===== src/rtl/game_pkg.sv =====
// Shared types and default parameter values for the game judge.
package game_pkg;

  typedef enum logic [1:0] {
    IDLE = 2'd0,
    RUN  = 2'd1,
    HIT  = 2'd2,
    OVER = 2'd3
  } judge_state_t;

  localparam int DEF_ROWS        = 16;
  localparam int DEF_COLS        = 2;
  localparam int DEF_SCORE_W     = 8;
  localparam int DEF_LIVES       = 3;
  localparam int DEF_GRACE_TICKS = 4;

endpackage


===== src/rtl/cell_overlap.sv =====
// Combinational overlap detector between the bird map and the pipe map.
// Column 0 is the bird column; column 1 is the column the pipe has just left.
module cell_overlap
  import game_pkg::*;
#(
  parameter int ROWS = DEF_ROWS,
  parameter int COLS = DEF_COLS
) (
  input  logic [ROWS*COLS-1:0] play_field_i,
  input  logic [ROWS*COLS-1:0] pipe_i,
  output logic                 collision_o,
  output logic                 fall_o,
  output logic                 pass_o
);

  logic col0_any;
  logic col1_any;

  // OR-reduce the pipe bits of column 0 and column 1 across all rows
  always_comb begin
    col0_any = 1'b0;
    col1_any = 1'b0;
    for (int r = 0; r < ROWS; r++) begin
      col0_any = col0_any | pipe_i[r*COLS];
      col1_any = col1_any | pipe_i[r*COLS + 1];
    end
  end

  assign collision_o = |(pipe_i & play_field_i);
  assign fall_o      = ~|play_field_i;
  // A pipe counts as passed once it sits wholly behind the bird column.
  assign pass_o      = col1_any & ~col0_any;

endmodule


===== src/rtl/game_judge.sv =====
// Game judge: tracks lives, score and invulnerability for a flappy-style game.
// Optional feature: define GAME_JUDGE_HISCORE_EN to add the hi_score output,
// which keeps the best score across restarts until reset.
module game_judge
  import game_pkg::*;
#(
  parameter int ROWS        = DEF_ROWS,
  parameter int COLS        = DEF_COLS,
  parameter int SCORE_W     = DEF_SCORE_W,
  parameter int LIVES       = DEF_LIVES,
  parameter int GRACE_TICKS = DEF_GRACE_TICKS
) (
  input  logic                 clk,
  input  logic                 reset,
  input  logic                 tick,
  input  logic                 start_game,
  input  logic [ROWS*COLS-1:0] play_field,
  input  logic [ROWS*COLS-1:0] pipe,
  output logic                 gameover,
  output logic                 score_pulse,
  output logic [SCORE_W-1:0]   score,
  output logic [2:0]           lives_left,
  output logic                 invuln
`ifdef GAME_JUDGE_HISCORE_EN
  ,
  output logic [SCORE_W-1:0]   hi_score
`endif
);

  localparam int               GRACE_W    = $clog2(GRACE_TICKS + 1);
  localparam logic [2:0]       LIVES_INIT = 3'(LIVES);
  localparam logic [GRACE_W-1:0] GRACE_INIT = GRACE_W'(GRACE_TICKS);
  localparam logic [SCORE_W-1:0] SCORE_MAX  = {SCORE_W{1'b1}};

  judge_state_t        state_q, state_d;
  logic [SCORE_W-1:0]  score_q, score_d;
  logic                pulse_q, pulse_d;
  logic [2:0]          lives_q, lives_d;
  logic [GRACE_W-1:0]  grace_q, grace_d;
  logic                pass_hist_q, pass_hist_d;
  logic                start_q;

  logic collision;
  logic fall;
  logic pass;
  logic start_edge;
  logic pass_edge;
  logic game_load;
  logic in_play;

  cell_overlap #(
    .ROWS (ROWS),
    .COLS (COLS)
  ) u_overlap (
    .play_field_i (play_field),
    .pipe_i       (pipe),
    .collision_o  (collision),
    .fall_o       (fall),
    .pass_o       (pass)
  );

  assign start_edge = start_game & ~start_q;
  assign pass_edge  = pass & ~pass_hist_q;
  assign in_play    = (state_q == RUN) || (state_q == HIT);
  // Starting is level-sensitive from IDLE but needs a fresh press from OVER,
  // so a held start button does not immediately relaunch a lost game.
  // Neither start condition waits for a tick.
  assign game_load  = ((state_q == IDLE) && start_game) ||
                      ((state_q == OVER) && start_edge);

  // State register
  always_ff @(posedge clk or negedge reset) begin
    if (!reset) begin
      state_q <= IDLE;
    end else begin
      state_q <= state_d;
    end
  end

  // Next-state logic; in-game transitions only advance on tick
  always_comb begin
    state_d = state_q;
    unique case (state_q)
      IDLE: if (start_game) state_d = RUN;
      OVER: if (start_edge) state_d = RUN;
      RUN: begin
        if (tick) begin
          if (fall)                       state_d = OVER;
          else if (collision)             state_d = (lives_q == 3'd1) ? OVER : HIT;
        end
      end
      HIT: begin
        if (tick) begin
          if (fall)                       state_d = OVER;
          else if (grace_q <= GRACE_W'(1)) state_d = RUN;
        end
      end
      default: state_d = IDLE;
    endcase
  end

  // Score, lives, grace and pass-history updates for the coming clock
  always_comb begin
    score_d     = score_q;
    pulse_d     = 1'b0;
    lives_d     = lives_q;
    grace_d     = grace_q;
    pass_hist_d = pass_hist_q;
    if (game_load) begin
      score_d     = '0;
      lives_d     = LIVES_INIT;
      grace_d     = '0;
      pass_hist_d = 1'b0;
    end else if (in_play && tick) begin
      pass_hist_d = pass;
      if (!fall) begin
        // A pass edge and a collision on the same tick both count.
        if (pass_edge) begin
          pulse_d = 1'b1;
          if (score_q != SCORE_MAX) score_d = score_q + SCORE_W'(1);
        end
        if ((state_q == RUN) && collision) begin
          if (lives_q == 3'd1) begin
            lives_d = 3'd0;
          end else begin
            lives_d = lives_q - 3'd1;
            grace_d = GRACE_INIT;
          end
        end else if ((state_q == HIT) && (grace_q != '0)) begin
          grace_d = grace_q - GRACE_W'(1);
        end
      end
    end
  end

  // Datapath registers and start-button history
  always_ff @(posedge clk or negedge reset) begin
    if (!reset) begin
      score_q     <= '0;
      pulse_q     <= 1'b0;
      lives_q     <= LIVES_INIT;
      grace_q     <= '0;
      pass_hist_q <= 1'b0;
      start_q     <= 1'b0;
    end else begin
      score_q     <= score_d;
      pulse_q     <= pulse_d;
      lives_q     <= lives_d;
      grace_q     <= grace_d;
      pass_hist_q <= pass_hist_d;
      start_q     <= start_game;
    end
  end

`ifdef GAME_JUDGE_HISCORE_EN
  logic [SCORE_W-1:0] hi_q;

  // Best score survives restarts; only reset clears it
  always_ff @(posedge clk or negedge reset) begin
    if (!reset) begin
      hi_q <= '0;
    end else if (score_q > hi_q) begin
      hi_q <= score_q;
    end
  end

  assign hi_score = hi_q;
`endif

  assign gameover    = (state_q == OVER);
  assign invuln      = (state_q == HIT);
  assign score       = score_q;
  assign score_pulse = pulse_q;
  assign lives_left  = lives_q;

endmodule

===== config.mk =====
export PLATFORM = sky130hd
export DESIGN_NAME = game_judge
export DESIGN_NICKNAME = d
export VERILOG_FILES = /design/src/rtl/game_pkg.sv /design/src/rtl/cell_overlap.sv /design/src/rtl/game_judge.sv
export SDC_FILE = /design/constraint.sdc
export NUM_CORES = 1
export LEC_CHECK = 0
export ABC_AREA = 1
export CAP_MARGIN = 5
export CORE_UTILIZATION = 28
export CTS_BUF_LIST = sky130_fd_sc_hd__clkbuf_8
export CTS_CLUSTER_DIAMETER = 120
export DETAILED_ROUTE_END_ITERATION = 7
export GPL_TIMING_DRIVEN = 1
export MAX_ROUTING_LAYER = met4
export PLACE_DENSITY = 0.7
export SKIP_LAST_GASP = 1
export SYNTH_ARGS = -nofsm -noshare
export SYNTH_HDL_FRONTEND = slang
export SYNTH_SLANG_ARGS = --single-unit

===== constraint.sdc =====
create_clock -name clk -period 2.19 [get_ports clk]
set_input_delay 0.438 -clock clk [delete_from_list [all_inputs] [get_ports clk]]
set_output_delay 0.438 -clock clk [all_outputs]
set_load 0.1 [all_outputs]

==> load_flow_metrics.sql <==
INSERT INTO impl_metrics (metric_group, metric, value, unit) VALUES
('floorplan', 'die-area', '0.006467', 'mm²'),
('setup_path', 'setup.worst_path.end_class', 'register', ''),
('global_route', 'grt_start_max_net_pins', '20', ''),
('drt', 'detail_route.drc_violations', '0', ''),
('sta', 'finalHoldViolCount', '0', ''),
('setup_path', 'worst-setup-path-type', 'input port to register', ''),
('drt', 'drt_iter0_drc', '56', ''),
('pwr', 'power.density', '702.8', 'mW/mm²'),
('logic_synthesis', 'synth_sequential_area_ratio', '27.76', '%'),
('pwr', 'power_report.internal_total', '0.9790', 'mW'),
('logic_synthesis', 'synthesis.yosys.warnings', '0', ''),
('logic_synthesis', 'synth.net_count', '361', ''),
('sta', 'unrepaired_setup_endpoints_after_global_routing', 'no', ''),
('placed_design', 'preCtsSetupSlack', '0.1044', 'ns'),
('setup_path', 'critical_path.max_stage_delay', '0.43', 'ns'),
('clock_tree', 'clock_tree_from_tritoncts', 'built', ''),
('sta', 'min_period', '1.815', 'ns'),
('drt', 'drtPass1Iterations', '6', ''),
('pwr', 'pwr-share-comb', '61.0', '%'),
('clock_tree', 'max-clock-path-buffers', '2', ''),
('global_route', 'track_usage', '16.43', '%'),
('outcome', 'status', 'complete, no violations', ''),
('clock_tree', 'post_cts_resized', '0', ''),
('placed_design', 'place_congestion', '0.8209', ''),
('floorplan', 'floorplan.die.height', '80.42', 'µm'),
('clock_tree', 'worst_setup_hold_path_clk_slew', '0.07', 'ns'),
('pwr', 'power_switching_share', '47.81', '%'),
('finish', 'fillerInstances', '622', ''),
('global_route', 'antenna_found_initial', '0', ''),
('pwr', 'share_clk_of_total_power', '12.8', '%'),
('clock_tree', 'clkSinkCount', '19', ''),
('clock_tree', 'cts_inserted_buffers', '3', ''),
('clock_tree', 'postCtsSetupRepairBufs', '0', ''),
('pwr', 'power.leakage', '1.269', 'nW'),
('sta', 'setup_viol_count_final', '0', ''),
('clock_tree', 'root_cell_of_the_clock_tree', 'sky130_fd_sc_hd__clkbuf_8', ''),
('setup_path', 'ff2ff_path_depth', '9', ''),
('sta', 'finalMaxSlewViolations', '0', ''),
('logic_synthesis', 'syn_inst', '283', ''),
('logic_synthesis', 'netlist-cell-type-count', '27', ''),
('pwr', 'irDropWorstVdd', '557.4', 'µV'),
('logic_synthesis', 'synth.ff_latch_count', '19', ''),
('sta', 'finClkSkew', '0.004464', 'ns'),
('drt', 'detail_route.vias_per_cell', '4.488', ''),
('sta', 'max_freq', '550.8', 'MHz'),
('setup_path', 'critPathTopFamily', 'simple AND/OR/NAND/NOR gates', ''),
('sta', 'final.setup.tns', '0', 'ns'),
('placed_design', 'port-buffer-count', '81', ''),
('drt', 'avgRoutedWirePerCell', '10.95', 'µm'),
('drt', 'dr_total_vias', '1988', ''),
('setup_path', 'cp.required', '2.38', 'ns'),
('global_route', 'global_route_wire_length_before_repair', '8162', 'µm'),
('hold_path', 'cell_depth_of_the_worst_hold_path', '2', ''),
('global_route', 'grt_overflow_total', '0', ''),
('setup_path', 'start_kind', 'input port', ''),
('job', 'max_cap_violations', '0', ''),
('pwr', 'report.power.total', '1.876', 'mW'),
('floorplan', 'core', '0.005921', 'mm²'),
('finish', 'final_layout_size_suffix_gt1_share', '9.783', '%'),
('logic_synthesis', 'syn-mean-instance-area', '6.084', 'µm²'),
('clock_tree', 'clkLatencyLatePin', '0.25', 'ns'),
('drt', 'drtAntennaViolNets', '0', ''),
('setup_path', 'crit_fanout', '8', ''),
('setup_path', 'cp_num_buf_inv', '1', ''),
('clock_tree', 'cts_hold_buf', '0', ''),
('global_route', 'first_global_vias', '1895', ''),
('setup_path', 'list_of_cells_traversed_by_the_critical_path', 'clkdlybuf4s50_1 -> nor2_1 -> nand4_1 -> nor2_2 -> nand3_2 -> nor3_4 -> nand3_1 -> nand2_1', ''),
('floorplan', 'starting_density', '29.08', '%'),
('sta', 'timing.final.ws_setup', '0.3746', 'ns'),
('setup_path', 'cp.depth', '8', ''),
('finish', 'n_antenna_cell', '0', '');
cell type report:
class                           count  share of cell area (%)
Timing Repair Buffer               83                   30.57
Tap cell                           75                   3.516
Inverter                           20                   2.813
Multi-Input combinational cell    242                   43.41
Clock inverter                      1                  0.1406
Sequential cell                    19                   18.00
Clock buffer                        3                   1.547
worst min-delay path, stage by stage, from the launching register on:
cell and delay [ns]:
sky130_fd_sc_hd__dfrtp_1 0.35, sky130_fd_sc_hd__nand2_1 0.05, sky130_fd_sc_hd__nand2_1 0.05
path summary, 6_finish.rpt:
check	endpoint	slack, ns	startpoint
hold reg to reg	grace_q[1]$_DFFE_PN0P_	0.48	grace_q[1]$_DFFE_PN0P_
setup / recovery	score[5]$_DFFE_PN0P_	0.37	pipe[0]
hold / removal	grace_q[1]$_DFFE_PN0P_	0.48	grace_q[1]$_DFFE_PN0P_
min in group asynchronous	lives_left[2]$_DFFE_PN0P_	0.52	reset
setup reg to reg	score[5]$_DFFE_PN0P_	0.50	score[0]$_DFFE_PN0P_
max in group asynchronous	lives_left[1]$_DFFE_PN1P_	1.40	reset
cells in the mapped netlist:
library cell	instances	share of area, %
sky130_fd_sc_hd__nor2_1	61	13
sky130_fd_sc_hd__nand2_2	1	0.36
sky130_fd_sc_hd__nor2_2	3	1.1
sky130_fd_sc_hd__inv_2	3	0.65
sky130_fd_sc_hd__o21bai_1	1	0.44
sky130_fd_sc_hd__o22a_1	1	0.51
sky130_fd_sc_hd__or2_0	1	0.36
sky130_fd_sc_hd__o21ai_0	6	1.7
sky130_fd_sc_hd__o21ai_2	1	0.51
sky130_fd_sc_hd__nand2_1	109	24
sky130_fd_sc_hd__nand4_1	3	1.1
sky130_fd_sc_hd__a21oi_1	6	1.7
sky130_fd_sc_hd__o21a_1	1	0.44
sky130_fd_sc_hd__and3_4	1	0.65
sky130_fd_sc_hd__buf_2	2	0.58
sky130_fd_sc_hd__dfrtp_1	17	25
sky130_fd_sc_hd__nor3_4	1	0.95
sky130_fd_sc_hd__ha_1	10	7.3
sky130_fd_sc_hd__nor3_1	1	0.29
sky130_fd_sc_hd__nand3_1	22	6.4
sky130_fd_sc_hd__dfstp_2	2	3.1
sky130_fd_sc_hd__inv_1	17	3.7
sky130_fd_sc_hd__nand3b_1	4	1.7
sky130_fd_sc_hd__xnor2_1	1	0.51
sky130_fd_sc_hd__xor2_1	4	2.0
sky130_fd_sc_hd__nand3_2	3	1.7
sky130_fd_sc_hd__o22ai_1	1	0.36
per-layer routing:
metal | wire length, µm | global-route usage (%) | part of all wire (%) | up-vias
li1 | - | - | - | 1070
met1 | 2263 | 20.28 | 47 | 867
met2 | 2268 | 28.22 | 47 | 47
met3 | 278 | 3.636 | 5.7 | 4
met4 | 40 | 1.786 | 0.82 | 0
met5 | 0 | - | 0 | -
stage by stage:
stage / instance area, µm² / hold WS (ns) / utilization (%) / cells
floorplan: 1724 / 0.1424 / - / 283
detailed placement: 2624 / 0.4714 / 44.32 / 439
global route: 2669 / 0.5309 / 45.08 / 443
CTS: 2669 / 0.4873 / 45.08 / 443
global placement: 2624 / 0.4608 / 44.32 / 439
finish: 2669 / 0.4847 / 45.08 / 443
kinds of logic (layout without fill, tap and decap cells):
kind of cell    after synthesis  after routing  share of synthesized area, %
compound gates               17             17                         5.742
xor+xnor                      5              5                         2.543
buf+inv                      22            107                         4.942
flops                        19             19                         27.76
fa+ha+maj                    10             10                         7.267
simple gates                210            210                         51.75
flip-flops by register name, summed over array words and instances (netlist names):
register and count:
grace_q 3, lives_left 3, pass_hist_q 1, score 8, score_pulse 1, start_q 1, state_q 2
power groups by stage:
stage               Combinational (mW)  Clock, mW  Sequential (mW)
floorplan                        0.644          0            0.654
global placement                  1.13          0            0.497
detailed placement                1.15          0            0.497
CTS                               1.15      0.254            0.491
global route                      1.29      0.267            0.499
finish                            1.14      0.241            0.491
Power figures use the tool's default switching activity.
